### config.mk
export PLATFORM = sky130hd
export DESIGN_NAME = regfile_wb_arbiter
export DESIGN_NICKNAME = d
export VERILOG_FILES = /design/src/rtl/regfile_wb_arbiter.sv
export SDC_FILE = /design/constraint.sdc
export NUM_CORES = 1
export LEC_CHECK = 0
export ABC_AREA = 1
export CAP_MARGIN = 40
export CORE_MARGIN = 4
export CORE_UTILIZATION = 58
export DETAILED_ROUTE_END_ITERATION = 8
export PLACE_DENSITY = 0.9
export SETUP_SLACK_MARGIN = 0.4
export SLEW_MARGIN = 20
export SYNTH_ARGS = -nofsm -noshare
export SYNTH_HDL_FRONTEND = slang
export SYNTH_SLANG_ARGS = --single-unit
### constraint.sdc
create_clock -name clk_i -period 4.7 [get_ports clk_i]
set_input_delay 0.705 -clock clk_i [delete_from_list [all_inputs] [get_ports clk_i]]
set_output_delay 0.705 -clock clk_i [all_outputs]
set_load 0.01 [all_outputs]
### src/rtl/regfile_wb_arbiter.sv
// rtl/regfile_wb_arbiter.sv - two-producer writeback FIFO and arbiter feeding the regfile write port; optional WB_FORWARD_EN
module regfile_wb_arbiter #(
  parameter int DEPTH = 4
) (
  input  logic        clk_i,
  input  logic        rst_ni,
  input  logic        alu_valid_i,
  input  logic [4:0]  alu_rd_i,
  input  logic [31:0] alu_data_i,
  output logic        alu_ready_o,
  input  logic        mem_valid_i,
  input  logic [4:0]  mem_rd_i,
  input  logic [31:0] mem_data_i,
  output logic        mem_ready_o,
  output logic [4:0]  rsW_o,
  output logic [31:0] dataW_o,
  output logic        RegWEn_o,
  input  logic [4:0]  rs1_i,
  input  logic [4:0]  rs2_i,
  output logic        hazard1_o,
  output logic        hazard2_o
`ifdef WB_FORWARD_EN
  ,
  output logic [31:0] fwd1_o,
  output logic [31:0] fwd2_o
`endif
);

  localparam int PW = (DEPTH > 1) ? $clog2(DEPTH) : 1;
  localparam logic [PW:0] FULL_CNT = (PW+1)'(DEPTH);

  logic [4:0]       r_fifo_rd   [DEPTH];
  logic [31:0]      r_fifo_data [DEPTH];
  logic [PW-1:0]    r_wptr;
  logic [PW-1:0]    r_rptr;
  logic [PW:0]      r_count;

  logic             w_full;
  logic             w_empty;
  logic             w_mem_acc;
  logic             w_alu_acc;
  logic             w_push;
  logic             w_pop;
  logic [4:0]       w_push_rd;
  logic [31:0]      w_push_data;
  logic [DEPTH-1:0] w_entry_valid;
  logic [PW-1:0]    w_offset;
  logic             w_hit1;
  logic             w_hit2;

  // Full is taken from the registered count, so a same-cycle pop never frees a slot early
  assign w_full      = (r_count == FULL_CNT);
  assign w_empty     = (r_count == '0);
  assign mem_ready_o = !w_full;
  assign alu_ready_o = !w_full && !mem_valid_i;

  assign w_mem_acc   = mem_valid_i && mem_ready_o;
  assign w_alu_acc   = alu_valid_i && alu_ready_o;
  assign w_push_rd   = mem_valid_i ? mem_rd_i : alu_rd_i;
  assign w_push_data = mem_valid_i ? mem_data_i : alu_data_i;
  // Writes to x0 complete the handshake but never occupy a slot
  assign w_push      = (w_mem_acc || w_alu_acc) && (w_push_rd != 5'd0);
  assign w_pop       = !w_empty;

  // Entry storage; occupancy is tracked by pointers so the array itself needs no reset
  always_ff @(posedge clk_i) begin
    if (w_push) begin
      r_fifo_rd[r_wptr]   <= w_push_rd;
      r_fifo_data[r_wptr] <= w_push_data;
    end
  end

  // Pointer and occupancy bookkeeping; push and pop together leave the count unchanged
  always_ff @(posedge clk_i or negedge rst_ni) begin
    if (!rst_ni) begin
      r_wptr  <= '0;
      r_rptr  <= '0;
      r_count <= '0;
    end else begin
      if (w_push) r_wptr <= r_wptr + PW'(1);
      if (w_pop)  r_rptr <= r_rptr + PW'(1);
      case ({w_push, w_pop})
        2'b10:   r_count <= r_count + (PW+1)'(1);
        2'b01:   r_count <= r_count - (PW+1)'(1);
        default: r_count <= r_count;
      endcase
    end
  end

  // Output stage: head of the FIFO is presented to the regfile for exactly one cycle
  always_ff @(posedge clk_i or negedge rst_ni) begin
    if (!rst_ni) begin
      RegWEn_o <= 1'b0;
      rsW_o    <= '0;
      dataW_o  <= '0;
    end else if (w_pop) begin
      RegWEn_o <= 1'b1;
      rsW_o    <= r_fifo_rd[r_rptr];
      dataW_o  <= r_fifo_data[r_rptr];
    end else begin
      RegWEn_o <= 1'b0;
    end
  end

  // Slot i is live when its distance from the read pointer is below the count
  always_comb begin
    w_entry_valid = '0;
    w_offset      = '0;
    for (int i = 0; i < DEPTH; i++) begin
      w_offset         = PW'(i) - r_rptr;
      w_entry_valid[i] = ({1'b0, w_offset} < r_count);
    end
  end

  // A read address is hazardous while any queued or in-flight write targets it
  always_comb begin
    w_hit1 = RegWEn_o && (rsW_o == rs1_i);
    w_hit2 = RegWEn_o && (rsW_o == rs2_i);
    for (int i = 0; i < DEPTH; i++) begin
      if (w_entry_valid[i] && (r_fifo_rd[i] == rs1_i)) w_hit1 = 1'b1;
      if (w_entry_valid[i] && (r_fifo_rd[i] == rs2_i)) w_hit2 = 1'b1;
    end
  end

  assign hazard1_o = (rs1_i != 5'd0) && w_hit1;
  assign hazard2_o = (rs2_i != 5'd0) && w_hit2;

`ifdef WB_FORWARD_EN
  logic [31:0]   w_fwd1;
  logic [31:0]   w_fwd2;
  logic [PW-1:0] w_fidx;

  // Walk oldest to youngest so the last match (youngest write) wins
  always_comb begin
    w_fwd1 = (RegWEn_o && (rsW_o == rs1_i)) ? dataW_o : 32'd0;
    w_fwd2 = (RegWEn_o && (rsW_o == rs2_i)) ? dataW_o : 32'd0;
    w_fidx = '0;
    for (int k = 0; k < DEPTH; k++) begin
      w_fidx = r_rptr + PW'(k);
      if ((PW+1)'(k) < r_count) begin
        if (r_fifo_rd[w_fidx] == rs1_i) w_fwd1 = r_fifo_data[w_fidx];
        if (r_fifo_rd[w_fidx] == rs2_i) w_fwd2 = r_fifo_data[w_fidx];
      end
    end
  end

  assign fwd1_o = (rs1_i != 5'd0) ? w_fwd1 : 32'd0;
  assign fwd2_o = (rs2_i != 5'd0) ? w_fwd2 : 32'd0;
`endif

endmodule

==> metrics.txt <==
Final min period slightly below 4 ns; Hold WS between 0.3 and 0.4 ns; post-DP HPWL 13400 µm; routability congestion estimate 0.976; Synth Area in Simple Gates a little under a quarter; vias in the first global route about 6.5k; async set or reset register ratio after synthesis 23.3%; data required time of the critical path 3.99 ns; Worst-Skew Late Latency around 0.44 ns; Cell Pwr Density 623 nW/µm²; largest net degree at the start of global routing 52; nets@finish ~1.1k; Mapped Area 8600 µm²; Crit Path Category flop to primary output; via count 6467; MaxCap Viol Count 0; # diodes 0; main combinational cell family by area after synthesis simple AND/OR/NAND/NOR gates; Hold Violations, Final 0; RSZ-0062 raised after global routing false; Leak roughly 4.4 nW; R2R depth 7; post-synthesis compound-gate area fraction under 10%; initial antenna violation count 0; Peak VDD IR approximately 370 µV; Util after Layout roughly 73%; Syn Inst Count 860; Area growth syn-to-layout 23.5%; skew final 0.0101 ns; Wirelength per Cell between 15 and 20 µm; worst relative slew slack about 52%; Die H approximately 130 µm; ANT nets after route 0; 1st-pass router iterations 5; # IOs 130; Tcrit/Tclk final between 80% and 90%; clk sinks roughly 190; CTS tree built; CP endpoint kind primary output; final setup violation count 0; Worst Tran Pin Value 0.712 ns; post-synth net total approximately 960; synth unique cells 32; post-synthesis sequential area ratio roughly two thirds; fin. max-slew vios 0; mux share of post-synthesis cell area 0%; worst slack, placed between 1 and 1.5 ns; WL final between 20000 and 25000 µm; CP Launch Point r_rptr[0]; grt total ovfl 0; CTS resizes 0; DIE AREA approximately 17000 µm²; DP Cell Count between 1k and 1.5k; area of the core about 15000 µm²; crit path max fanout 36; hold buffer count at CTS 0; worst setup slack after layout between 0.8 and 0.9 ns; 1st-iter DRT viols around 620; Initial Utilization about three fifths; Via density 5.49; FF-to-FF setup slack 2.35 ns; # rows 44; clk buf depth 2; die width between 100 and 150 µm; xor/xnor share of the synthesized area 3.06%; Top FF cell, synth edfxtp_1; setup tns final 0 ns; Reg-to-Reg Start r_count[0]; FMAX 258 MHz; all-layer global routing usage 25.5%; status complete, no violations; number of flops mapped to enable cells by yosys about 150; CTS buffer count 17; drt drc 0; Root Driver clkbuf_16; Critical Path End hazard1_o; first-pass GRT wire length ~32000 µm; htree depth 4; Adder-Cell Fraction of Synth Area about 1.5%; IO buf count about 130; share of cells above drive strength 1 5.53%; RR Endpoint r_fifo_data[0][1]; Worst-path clk slew ~0.07 ns; syn_area_per_cell 10.0 µm²; number of synthesized register bits 193; final cell count without fillers 1179; warnings from Yosys 0; Setup Buffers After CTS 0; CP arrival between 3 and 4 ns; Worst setup SP type flop; class of the worst hold path primary input to asynchronous set/reset pin
-- logic make-up (layout without fill, tap and decap cells) --
family | Yosys count | count (layout)
fa+ha+maj | 10 | 10
xor+xnor | 30 | 30
buf+inv | 90 | 225
flops | 193 | 193
compound gates | 36 | 36
simple gates | 501 | 501
-- layout by cell type (no fill, tap or decap), types with 2 or more instances in the layout --
cell             count
a21oi_1              4
a22oi_1             10
a31oi_1              6
buf_2                2
buf_4               10
clkbuf_1             5
clkbuf_16           17
clkbuf_8             4
clkdlybuf4s50_1    127
dfrtp_1             45
edfxtp_1           148
ha_1                 9
inv_1               48
inv_2                3
inv_6                2
nand2_1            404
nand3_1             10
nand4_1             30
nor2_1              42
nor2_4               7
nor3_1               4
o2111ai_1            3
o21ai_0             10
xnor2_1             12
xor2_1              18
-- registers in the layout (all words and copies together), names as in the netlist --
| name | flops |
|---|---|
| r_count | 3 |
| r_fifo_data | 128 |
| RegWEn_o | 1 |
| r_rptr | 2 |
| rsW_o | 5 |
| r_fifo_rd | 20 |
| dataW_o | 32 |
| r_wptr | 2 |
-- layer usage --
metal / vias up / wire (µm) / global-route usage [%]
met5: - / 0 / 0
met4: 0 / 480 / 9.41
met3: 40 / 1440 / 5.94
met2: 302 / 10600 / 43.6
met1: 3076 / 8290 / 31.8
li1: 3049 / - / -
-- power breakdown --
part,internal (W),switching (W),leakage [nW]
Sequential,0.00248,0.000270,1.92
Combinational,0.000937,0.00157,2.25
Clock,0.000741,0.000607,0.267
Total,0.00416,0.00245,4.43
-- worst min path at each step --
stage	from	end	slack, ns	depth (start not counted)
after floorplan	rst_ni	RegWEn_o	0.41	0
after global placement	dataW_o[11]	dataW_o[11]	0.46	2
after detailed placement	dataW_o[20]	dataW_o[20]	0.46	2
after CTS	rst_ni	rsW_o[1]	0.39	2
after global routing	rst_ni	dataW_o[0]	0.43	2
final	rst_ni	dataW_o[2]	0.39	2
-- cells in the mapped netlist, types with 2 or more instances --
master     instances  area, µm²
a21oi_1            4       20.0
xnor2_1           12        105
dfrtp_1           45       1130
o2111ai_1          3       26.3
buf_4              7       52.6
nand4_1           30        188
nor2_4             2       22.5
nor2_1            47        176
o21ai_0           10       50.1
clkbuf_1           3       11.3
edfxtp_1         148       4440
ha_1               9        113
nand3_1           10       50.1
a22oi_1           10       75.1
buf_1              3       11.3
a31oi_1            6       37.5
nand2_1          404       1520
inv_1             48        180
xor2_1            18        158
nor3_1             4       20.0
inv_2              3       11.3
clkbuf_2           2       10.0
buf_2             23        115
-- layout make-up --
cell class                      count  area (µm²)
Inverter                           52         195
Timing Repair Buffer              141        1400
Sequential cell                   193        5570
Multi-Input combinational cell    577        2670
Clock inverter                      6        50.0
Tap cell                          184         230
Clock buffer                       26         499
Fill cell                         980        3920
-- per-stage QoR --
step,area [µm²],power (W)
after floorplan,8600,0.00419
after global placement,10000,0.00509
after detailed placement,10100,0.00525
after CTS,10600,0.00663
after global routing,10600,0.00702
final,10600,0.00661
-- worst max-delay path: stages (launching register included) --
cell and delay, ns:
dfrtp_1 0.51, nand2_1 0.17, inv_2 0.08, buf_4 0.37
nor2_1 0.14, inv_1 0.09, ha_1 0.23, inv_1 0.06
nor2_1 0.04, nand2_1 0.06, nand2_1 0.06, nor2_1 0.10
nand2_1 0.06, nand3_1 0.08, nor2_1 0.04, nor2_1 0.09
clkdlybuf4s50_1 0.54
(Power assumes the default switching activity.)
